$ cat config.mk
export PLATFORM = sky130hd
export DESIGN_NAME = alu_seq
export DESIGN_NICKNAME = d
export VERILOG_FILES = /design/src/rtl/alu_seq_pkg.sv /design/src/rtl/hex_to_seg7.sv /design/src/rtl/alu_seq.sv
export SDC_FILE = /design/constraint.sdc
export NUM_CORES = 1
export LEC_CHECK = 0
export CORE_ASPECT_RATIO = 1.4
export CORE_UTILIZATION = 40
export DETAILED_ROUTE_END_ITERATION = 8
export PLACE_DENSITY = 0.76
export SYNTH_ARGS = -nofsm -noshare
export SYNTH_HDL_FRONTEND = slang
export SYNTH_HIERARCHICAL = 1
export SYNTH_SLANG_ARGS = --single-unit
$ cat constraint.sdc
create_clock -name clk_2 -period 5 [get_ports clk_2]
set_input_delay 1.25 -clock clk_2 [delete_from_list [all_inputs] [get_ports clk_2]]
set_output_delay 1.25 -clock clk_2 [all_outputs]
set_load 0.01 [all_outputs]
$ cat src/rtl/alu_seq_pkg.sv
// Shared types and seven-segment glyph constants for the alu_seq calculator.
// Optional multiplier datapath is selected in alu_seq by the ALU_MUL_EN macro.
package alu_seq_pkg;

    typedef enum logic [1:0] {
        OP_ADD = 2'b00,
        OP_SUB = 2'b01,
        OP_MUL = 2'b10,
        OP_ACC = 2'b11
    } op_t;

    typedef enum logic [1:0] {
        IDLE = 2'b00,
        CALC = 2'b01,
        DONE = 2'b10
    } state_t;

    // Segment order: bit0..bit6 = a..g, bit7 = dot
    localparam logic [7:0] SEG_GLYPH_0 = 8'h3F;
    localparam logic [7:0] SEG_GLYPH_1 = 8'h06;
    localparam logic [7:0] SEG_GLYPH_2 = 8'h5B;
    localparam logic [7:0] SEG_GLYPH_3 = 8'h4F;
    localparam logic [7:0] SEG_GLYPH_4 = 8'h66;
    localparam logic [7:0] SEG_GLYPH_5 = 8'h6D;
    localparam logic [7:0] SEG_GLYPH_6 = 8'h7D;
    localparam logic [7:0] SEG_GLYPH_7 = 8'h07;
    localparam logic [7:0] SEG_GLYPH_8 = 8'h7F;
    localparam logic [7:0] SEG_GLYPH_9 = 8'h6F;
    localparam logic [7:0] SEG_GLYPH_A = 8'h77;
    localparam logic [7:0] SEG_GLYPH_B = 8'h7C;
    localparam logic [7:0] SEG_GLYPH_C = 8'h39;
    localparam logic [7:0] SEG_GLYPH_D = 8'h5E;
    localparam logic [7:0] SEG_GLYPH_E = 8'h79;
    localparam logic [7:0] SEG_GLYPH_F = 8'h71;
    localparam logic [7:0] SEG_DOT     = 8'h80;

endpackage

$ cat src/rtl/hex_to_seg7.sv
// Combinational hex nibble to seven-segment glyph decoder with dot control.
module hex_to_seg7
    import alu_seq_pkg::*;
(
    input  logic [3:0] nibble,
    input  logic       dot,
    output logic [7:0] seg
);

    logic [7:0] glyph;

    always_comb begin
        glyph = SEG_GLYPH_0;
        case (nibble)
            4'h0: glyph = SEG_GLYPH_0;
            4'h1: glyph = SEG_GLYPH_1;
            4'h2: glyph = SEG_GLYPH_2;
            4'h3: glyph = SEG_GLYPH_3;
            4'h4: glyph = SEG_GLYPH_4;
            4'h5: glyph = SEG_GLYPH_5;
            4'h6: glyph = SEG_GLYPH_6;
            4'h7: glyph = SEG_GLYPH_7;
            4'h8: glyph = SEG_GLYPH_8;
            4'h9: glyph = SEG_GLYPH_9;
            4'hA: glyph = SEG_GLYPH_A;
            4'hB: glyph = SEG_GLYPH_B;
            4'hC: glyph = SEG_GLYPH_C;
            4'hD: glyph = SEG_GLYPH_D;
            4'hE: glyph = SEG_GLYPH_E;
            default: glyph = SEG_GLYPH_F;
        endcase
    end

    assign seg = glyph | (dot ? SEG_DOT : 8'h00);

endmodule

$ cat src/rtl/alu_seq.sv
// Handshaked sequential calculator: add/sub/accumulate in one cycle, shift-add multiply
// over NBITS cycles when ALU_MUL_EN is defined (otherwise MUL reports ovf with result 0).
module alu_seq
    import alu_seq_pkg::*;
#(
    parameter int NBITS = 3
) (
    input  logic               clk_2,
    input  logic               rst_n,
    input  logic               start,
    input  logic [1:0]         op,
    input  logic [NBITS-1:0]   a,
    input  logic [NBITS-1:0]   b,
    input  logic               acc_clr,
    output logic               busy,
    output logic               done,
    output logic [2*NBITS-1:0] result,
    output logic               ovf,
    output logic               neg,
    output logic [7:0]         SEG
);

    localparam int RW = 2 * NBITS;

    state_t        state, state_n;
    op_t           op_e;
    logic [RW-1:0] acc;
    logic [RW-1:0] a_ext, b_ext, add_w, sub_w, acc_base;
    logic [RW:0]   acc_w;
    logic          fin;
    logic [RW-1:0] fin_result;
    logic          fin_ovf, fin_neg;
    logic [7:0]    seg_w;

    assign op_e     = op_t'(op);
    assign a_ext    = {{NBITS{1'b0}}, a};
    assign b_ext    = {{NBITS{1'b0}}, b};
    assign add_w    = a_ext + b_ext;
    assign sub_w    = a_ext - b_ext;
    // A same-cycle clear takes effect before the accumulate
    assign acc_base = acc_clr ? '0 : acc;
    assign acc_w    = {1'b0, acc_base} + {1'b0, a_ext};

`ifdef ALU_MUL_EN
    localparam int CW = $clog2(NBITS);

    logic [RW-1:0]    mcand, prod, prod_next;
    logic [NBITS-1:0] mplier;
    logic [CW-1:0]    cnt;

    assign prod_next = prod + (mplier[0] ? mcand : '0);

    always_ff @(posedge clk_2) begin
        if (state == IDLE && start && op_e == OP_MUL) begin
            mcand  <= a_ext;
            mplier <= b;
            prod   <= '0;
            cnt    <= CW'(NBITS - 1);
        end else if (state == CALC) begin
            mcand  <= mcand << 1;
            mplier <= mplier >> 1;
            prod   <= prod_next;
            cnt    <= cnt - CW'(1);
        end
    end
`endif

    always_comb begin
        state_n    = state;
        fin        = 1'b0;
        fin_result = '0;
        fin_ovf    = 1'b0;
        fin_neg    = 1'b0;
        case (state)
            IDLE: begin
                if (start) begin
                    state_n = DONE;
                    fin     = 1'b1;
                    case (op_e)
                        OP_ADD: begin
                            fin_result = add_w;
                            fin_ovf    = add_w[NBITS];
                        end
                        OP_SUB: begin
                            fin_result = sub_w;
                            fin_neg    = (a < b);
                        end
                        OP_ACC: begin
                            fin_result = acc_w[RW-1:0];
                            fin_ovf    = acc_w[RW];
                        end
                        default: begin
`ifdef ALU_MUL_EN
                            state_n = CALC;
                            fin     = 1'b0;
`else
                            fin_ovf = 1'b1;
`endif
                        end
                    endcase
                end
            end
`ifdef ALU_MUL_EN
            CALC: begin
                if (cnt == '0) begin
                    state_n    = DONE;
                    fin        = 1'b1;
                    fin_result = prod_next;
                end
            end
`endif
            DONE:    state_n = IDLE;
            default: state_n = IDLE;
        endcase
    end

    always_ff @(posedge clk_2) begin
        if (!rst_n) state <= IDLE;
        else        state <= state_n;
    end

    hex_to_seg7 u_hex_to_seg7 (
        .nibble (fin_result[3:0]),
        .dot    (fin_ovf),
        .seg    (seg_w)
    );

    always_ff @(posedge clk_2) begin
        if (!rst_n) begin
            acc    <= '0;
            result <= '0;
            ovf    <= 1'b0;
            neg    <= 1'b0;
            SEG    <= SEG_GLYPH_0;
        end else begin
            if (fin) begin
                result <= fin_result;
                ovf    <= fin_ovf;
                neg    <= fin_neg;
                SEG    <= seg_w;
            end
            if (state == IDLE) begin
                if (start && op_e == OP_ACC) acc <= acc_w[RW-1:0];
                else if (acc_clr)            acc <= '0;
            end
        end
    end

    assign busy = (state != IDLE);
    assign done = (state == DONE);

endmodule

==> run summary, run 1 <==
• finished clean — run status
• 4.25 ns — crit path DAT
• 0 — number of antenna violations at the first check in global routing
• 3950 um^2 — core area
• 30 — Starting DRT DRC Count
• 0 — quantity of hold-fixing buffers added after cts
• sky130_fd_sc_hd__dfxtp_1 — most area-hungry cell type in the Yosys netlist
• 1980 um^2 — placed instance area
• 2.15 ns — FF-to-FF setup slack
• 21.0% — area growth from synthesis to final layout
• 2 — Worst Path Buf+Inv
• 219 nW/um^2 — power density cells
• 204 — instance count of the mapped netlist
• 0 — count of flip-flops with a built-in enable after synthesis
• 0.544 ns — worst-margin pin slew
• 0.27 ns — clock network latency to the later pin of the worst-skew pair
• 0 — number of buffers inserted to repair setup after CTS
• 0 ns — Post-Route Setup TNS
• flop to flop — path category of the worst min-delay check
• 0.00677 ns — worst clock skew
• 47 — count of distinct cell types in the synthesized netlist
• SEG[3]$_SDFFE_PN1P_ — r2r endpoint
• 0 — GRT Residual Overflow
• 0 — Routed Antenna Nets
• 0 — count of pins over their slew limit
• 12 — total stage count of the critical path
• 236 — Synthesized Nets
• 6690 um — first-pass GRT wire length
• 0.600 ns — setup slack after placement
• 2940 um — detailed-placement wirelength estimate
• sky130_fd_sc_hd__clkbuf_8 — root buf cell
• 0 — diode count
• 443 uW — total chip power
• 268 — placed cell count
• sky130_fd_sc_hd__dfxtp_1 — Primary FF master, synth
• 8 — Critical Path Fanout Max
• 0.08 ns — Reg clk slew, reported paths
• 78.5 um — vertical extent of the die
• 0.64 ns — Crit path largest cell delay
• 11 — Reg2Reg Depth
• 0.189 — GRT Overall Usage
• 19 — largest net degree at the start of global routing
• flop — Worst setup EP type
• 1670 um^2 — mapped cell area
• 5.46 — Via density
• 1486 — total via count after detailed routing
• 4450 um^2 — Die Outline Area
• 4000 um — Total Routed Length
• 3 — number of CTS-inserted buffers
• 0 — total setup violations reported at the end of the flow
• 0 — post-CTS sizing
• sky130_fd_sc_hd__dfxtp_1 (28%), sky130_fd_sc_hd__ha_1 (12%), sky130_fd_sc_hd__nand2_1 (5.6%) — top cells by area in the synthesized netlist
• 0.275 — portion of synthesized cell area occupied by the leading cell type
• 5.13 ns — CP Data Required Time
• built — CTS tree
• 0 — number of DRC violations after detailed routing
• acc_clr — critical path startpoint
• 56.7 um — chip width
• 2 — buffers from clock root to sink, at most
• 2020 um^2 — fin area
• clkdlybuf4s50_1, nor2b_1, ha_1, fa_1, nand3_1, o21ai_0, and2_1, inv_1, ha_1, mux4_1, nand2_1, nand3_1 — cell breakdown of the critical path
• 0.512 — core occupancy in the finished layout
• 0 — share of synthesized flip-flops with an asynchronous set or reset
• 1430 — vias in the first global route
• 0.0699 — share of cells above drive strength 1
• 0.836 — placer congestion estimate
• input pin to flop — type of the worst setup path
• 23 — synthesis-stage register bit count
• 14.7 um — wire length per cell
• 242 MHz — Max Clock Freq
• input pin — Worst setup SP type
• 6 — Synth Warn #
• 0.134 mV — worst vdd rail ir drop
• neg$_SDFFE_PN0P_ — source of the worst hold timing path
• sky130_fd_sc_hd__clkdlybuf4s50_1 — library cell contributing the largest single delay on the critical path
• 4 — Pre-Repair DR Iteration Count
• 0.275 — sequential share of the synthesized area
• 0.875 ns — Final Worst Setup Slack
• 262 — number of nets in the layout
• 4.13 ns — minimum period implied by the final worst setup slack
• 0.861 nW — static power due to leakage
• adder cells — cell class contributing the biggest share of worst-path delay
• 0 — max-capacitance violation count
• 30 — number of I/O pins
• 23 — clk sink count
• false — unrepaired setup endpoints after global routing
• 1 — H-tree depth
• 27 — site row count
• acc[0]$_SDFFE_PN0N_ — worst flop-to-flop path startpoint
• 0.636 — relative max-transition margin
• sky130_fd_sc_hd__clkdlybuf4s50_1 — most common library cell in the layout ignoring fill and taps
• SEG[3]$_SDFFE_PN1P_ — termination of the worst setup path
• 0 — hold violation total from the final report
• 0.825 — period utilisation layout
• 8.20 um^2 — average size of a mapped cell
• 29 — total of buffers placed on input and output ports
• 375 — Fillers
• 0.423 — Initial Util
• 0.462 ns — minimum hold slack
• sky130_fd_sc_hd__clkdlybuf4s50_1 (29), sky130_fd_sc_hd__nand2_1 (25), sky130_fd_sc_hd__dfxtp_1 (23), sky130_fd_sc_hd__a21oi_1 (18), sky130_fd_sc_hd__inv_1 (17) — commonest cells after routing, fill and taps aside
• 272 — Post-Layout Cell Count
==> Yosys cell counts, types with 2 or more instances <==
library cell / count
sky130_fd_sc_hd__nand3b_1: 2
sky130_fd_sc_hd__nand3_1: 9
sky130_fd_sc_hd__nor2_1: 12
sky130_fd_sc_hd__a31oi_1: 3
sky130_fd_sc_hd__mux2_2: 3
sky130_fd_sc_hd__inv_1: 17
sky130_fd_sc_hd__xor2_1: 2
sky130_fd_sc_hd__fa_1: 4
sky130_fd_sc_hd__a21oi_1: 18
sky130_fd_sc_hd__and3_1: 4
sky130_fd_sc_hd__mux2i_1: 4
sky130_fd_sc_hd__and2_1: 2
sky130_fd_sc_hd__o211a_1: 2
sky130_fd_sc_hd__nor2b_1: 4
sky130_fd_sc_hd__o21a_1: 2
sky130_fd_sc_hd__nand2b_1: 4
sky130_fd_sc_hd__ha_1: 16
sky130_fd_sc_hd__buf_4: 2
sky130_fd_sc_hd__nand2_1: 25
sky130_fd_sc_hd__buf_2: 7
sky130_fd_sc_hd__nor3_1: 5
sky130_fd_sc_hd__a22oi_1: 2
sky130_fd_sc_hd__dfxtp_1: 23
sky130_fd_sc_hd__nand4_1: 2
sky130_fd_sc_hd__o21ai_0: 7
sky130_fd_sc_hd__clkbuf_1: 2
==> worst register-to-register path, stage by stage, from the launching register on <==
cell,delay (ns)
sky130_fd_sc_hd__dfxtp_1,0.31
sky130_fd_sc_hd__nor2b_1,0.12
sky130_fd_sc_hd__ha_1,0.22
sky130_fd_sc_hd__fa_1,0.51
sky130_fd_sc_hd__nand3_1,0.07
sky130_fd_sc_hd__o21ai_0,0.14
sky130_fd_sc_hd__and2_1,0.27
sky130_fd_sc_hd__inv_1,0.12
sky130_fd_sc_hd__ha_1,0.31
sky130_fd_sc_hd__mux4_1,0.49
sky130_fd_sc_hd__nand2_1,0.07
sky130_fd_sc_hd__nand3_1,0.07
==> metal layers <==
| metal | share of wire | track usage | vias up |
|---|---|---|---|
| li1 | - | - | 748 |
| met1 | 0.44 | 0.236 | 693 |
| met2 | 0.51 | 0.333 | 41 |
| met3 | 0.038 | 0.0181 | 4 |
| met4 | 0.0090 | 0.0634 | 0 |
| met5 | 0 | 0 | - |
==> area by class of cell <==
cell class                 count  area, um^2  share of cell area
multi-input combinational    152        1080               0.533
sequential                    23         460               0.227
timing repair buffer          33         320               0.158
inverter                      17        63.8              0.0315
tap                           43        53.8              0.0266
clock buffer                   3        41.3              0.0204
clock inverter                 1        5.00             0.00247
==> cell families after synthesis <==
| group | count (synthesis) | synth area share |
|---|---|---|
| xor gates and xnor gates | 3 | 0.0157 |
| buffers and inverters | 29 | 0.0793 |
| AOI/OAI and AO/OA | 46 | 0.177 |
| DFF | 23 | 0.275 |
| muxes | 8 | 0.0598 |
| and+or+nand+nor | 75 | 0.226 |
| adders and majority gates | 20 | 0.168 |
==> sequential cells by signal (all words and copies together), names as in the netlist <==
signal  count
neg         1
ovf         1
SEG         8
state       1
acc         6
result      6
==> worst min path at each step <==
| stage | end | depth (start not counted) |
|---|---|---|
| global route | neg$_SDFFE_PN0P_ | 2 |
| global placement | neg$_SDFFE_PN0P_ | 2 |
| detailed placement | neg$_SDFFE_PN0P_ | 2 |
| floorplan | acc[2]$_SDFFE_PN0N_ | 2 |
| CTS | neg$_SDFFE_PN0P_ | 2 |
| finish | neg$_SDFFE_PN0P_ | 2 |
==> power by group <==
| group | internal, mW | switching [mW] | leakage, nW |
|---|---|---|---|
| clock | 0.0557 | 0.0624 | 0.0255 |
| sequential | 0.193 | 0.00661 | 0.188 |
| combinational | 0.0597 | 0.0659 | 0.648 |
| total | 0.308 | 0.135 | 0.861 |
No activity file was read; power rests on OpenSTA's default activity.
==> run 2: changes to the inputs <==
- clock period: 5 -> 4.1 ns (I/O delays scaled with it)
==> run 2 against run 1 <==
- critical path depth is 1 higher
- core utilization is 0.95 points higher
- sequential power is 21% higher
- register-to-register slack worse by 0.86 ns
- non-clock buffer count is 5 higher
- routed wire length is 1.3% lower
- combinational power is 23% higher
- power is 23% higher
- die area stayed put
- clock power is 24% higher
- clock skew is 0.0011 ns higher
- largest cell class unchanged
- largest power group unchanged
==> run summary, run 2 (synthesized netlist as in run 1, its figures left out) <==
• flop to flop — path category of the worst min-delay check
• input pin — Worst setup SP type
• SEG (8), acc (6), result (6) — top flop regs
• 0.0225 ns — setup slack after placement
• 0.899 — placer congestion estimate
• flop — Worst setup EP type
• 0.00785 ns — worst clock skew
• 78.5 um — vertical extent of the die
• 0.519 ns — worst-margin pin slew
• 30 — number of I/O pins
• adder cells — cell class contributing the biggest share of worst-path delay
• 264 MHz — Max Clock Freq
• 0.314 ns — Final Worst Setup Slack
• 4.24 ns — CP Data Required Time
• 3010 um — detailed-placement wirelength estimate
• 14.2 um — wire length per cell
• 0 — number of antenna violations at the first check in global routing
• 3 — Worst Path Buf+Inv
• 4 — Critical Path Fanout Max
• 29 — total of buffers placed on input and output ports
• 3.79 ns — minimum period implied by the final worst setup slack
• 0 — number of buffers inserted to repair setup after CTS
• 0.27 ns — clock network latency to the later pin of the worst-skew pair
• 0.51 ns — Crit path largest cell delay
• 0.09 ns — Reg clk slew, reported paths
• 0 — number of DRC violations after detailed routing
• 2 — Cells on Worst Hold Path
• 264 nW/um^2 — power density cells
• sky130_fd_sc_hd__clkbuf_8 — root buf cell
• 19 — largest net degree at the start of global routing
• 0 — max-capacitance violation count
• 7070 um — first-pass GRT wire length
• 27 — site row count
• 0 — hold violation total from the final report
• sky130_fd_sc_hd__clkdlybuf4s50_1 — most common library cell in the layout ignoring fill and taps
• built — CTS tree
• SEG — register bank with the most flops
• 5.48 — Via density
• 0.184 mV — worst vdd rail ir drop
• 0 — count of pins over their slew limit
• sky130_fd_sc_hd__clkdlybuf4s50_1 (29), sky130_fd_sc_hd__nand2_1 (25), sky130_fd_sc_hd__dfxtp_1 (23), sky130_fd_sc_hd__a21oi_1 (18), sky130_fd_sc_hd__inv_1 (17) — commonest cells after routing, fill and taps aside
• 23 — clk sink count
• 0 — GRT Residual Overflow
• false — unrepaired setup endpoints after global routing
• 1 — H-tree depth
• 8 — flip-flop count of the largest register after layout
• 3950 um^2 — core area
• 0.423 — Initial Util
• sky130_fd_sc_hd__clkdlybuf4s50_1 — library cell contributing the largest single delay on the critical path
• 3950 um — Total Routed Length
• 0 — diode count
• 0 ns — Post-Route Setup TNS
• 56.7 um — chip width
• 47 — Starting DRT DRC Count
• input pin to flop — type of the worst setup path
• 1518 — total via count after detailed routing
• 0.923 — period utilisation layout
• 4450 um^2 — Die Outline Area
• 11 — Reg2Reg Depth
• 0.653 — relative max-transition margin
• 0.886 nW — static power due to leakage
• 0.522 — core occupancy in the finished layout
• 0 — post-CTS sizing
• 2 — buffers from clock root to sink, at most
• 3.93 ns — crit path DAT
• 0.464 ns — minimum hold slack
• 3 — number of CTS-inserted buffers
• 13 — total stage count of the critical path
• 267 — number of nets in the layout
• 0.199 — GRT Overall Usage
• clkdlybuf4s50_1, ha_1, inv_1, fa_1, nor2_1, a21oi_1, o21ai_0, and2_1, inv_1, ha_1, mux4_1, nand2_1, nand3_1 — cell breakdown of the critical path
• 23.3% — area growth from synthesis to final layout
• 0.0897 — share of cells above drive strength 1
• finished clean — run status
• 0 — quantity of hold-fixing buffers added after cts
• 0 — total setup violations reported at the end of the flow
• 1567 — vias in the first global route
• 4 — Pre-Repair DR Iteration Count
• 0 — Routed Antenna Nets
==> run 2: cell count changes in the layout (fill, tap and decap cells not counted), sizes merged <==
cell  previous run  this run
buf              4         9
==> run 2: worst min-delay path: stages (launching register included) <==
cell                      delay [ns]
sky130_fd_sc_hd__dfxtp_1        0.32
sky130_fd_sc_hd__nand2_1        0.05
sky130_fd_sc_hd__a21oi_1        0.05
==> run 2: area by class of cell <==
| class | count | area, um^2 |
|---|---|---|
| multi-input cells | 152 | 1080 |
| inverters | 17 | 63.8 |
| repair buffers | 38 | 358 |
| flip-flops and latches | 23 | 460 |
| clock inverters | 1 | 5.00 |
| clock buffers | 3 | 41.3 |
| well taps | 43 | 53.8 |
| fillers | 381 | 1890 |
==> run 2: worst paths after layout <==
kind	start	end	slack, ns
setup / recovery	a[0]	SEG[3]$_SDFFE_PN1P_	0.31
hold / removal	SEG[7]$_SDFFE_PN0P_	SEG[7]$_SDFFE_PN0P_	0.46
setup reg to reg	acc[0]$_SDFFE_PN0N_	SEG[3]$_SDFFE_PN1P_	1.29
hold reg to reg	SEG[7]$_SDFFE_PN0P_	SEG[7]$_SDFFE_PN0P_	0.46
==> run 2: through the flow <==
stage | std cells | power, mW | instance area [um^2]
2_1_floorplan | 204 | 0.340 | 1670
6_report | 277 | 0.544 | 2060
5_1_grt | 277 | 0.580 | 2060
3_3_place_gp | 273 | 0.401 | 2020
4_1_cts | 277 | 0.551 | 2060
3_5_place_dp | 273 | 0.403 | 2020
==> run 2: layer usage <==
metal	share of wire	GRT usage	vias up
met5	0	0	-
li1	-	-	756
met1	0.42	0.229	724
met2	0.51	0.358	30
met4	0.026	0.0902	0
met3	0.042	0.0280	8
==> run 2: report_power, final <==
part / internal, mW / switching [mW] / total (mW)
Sequential: 0.235 / 0.00771 / 0.243
Combinational: 0.0760 / 0.0787 / 0.155
Clock: 0.0680 / 0.0780 / 0.146
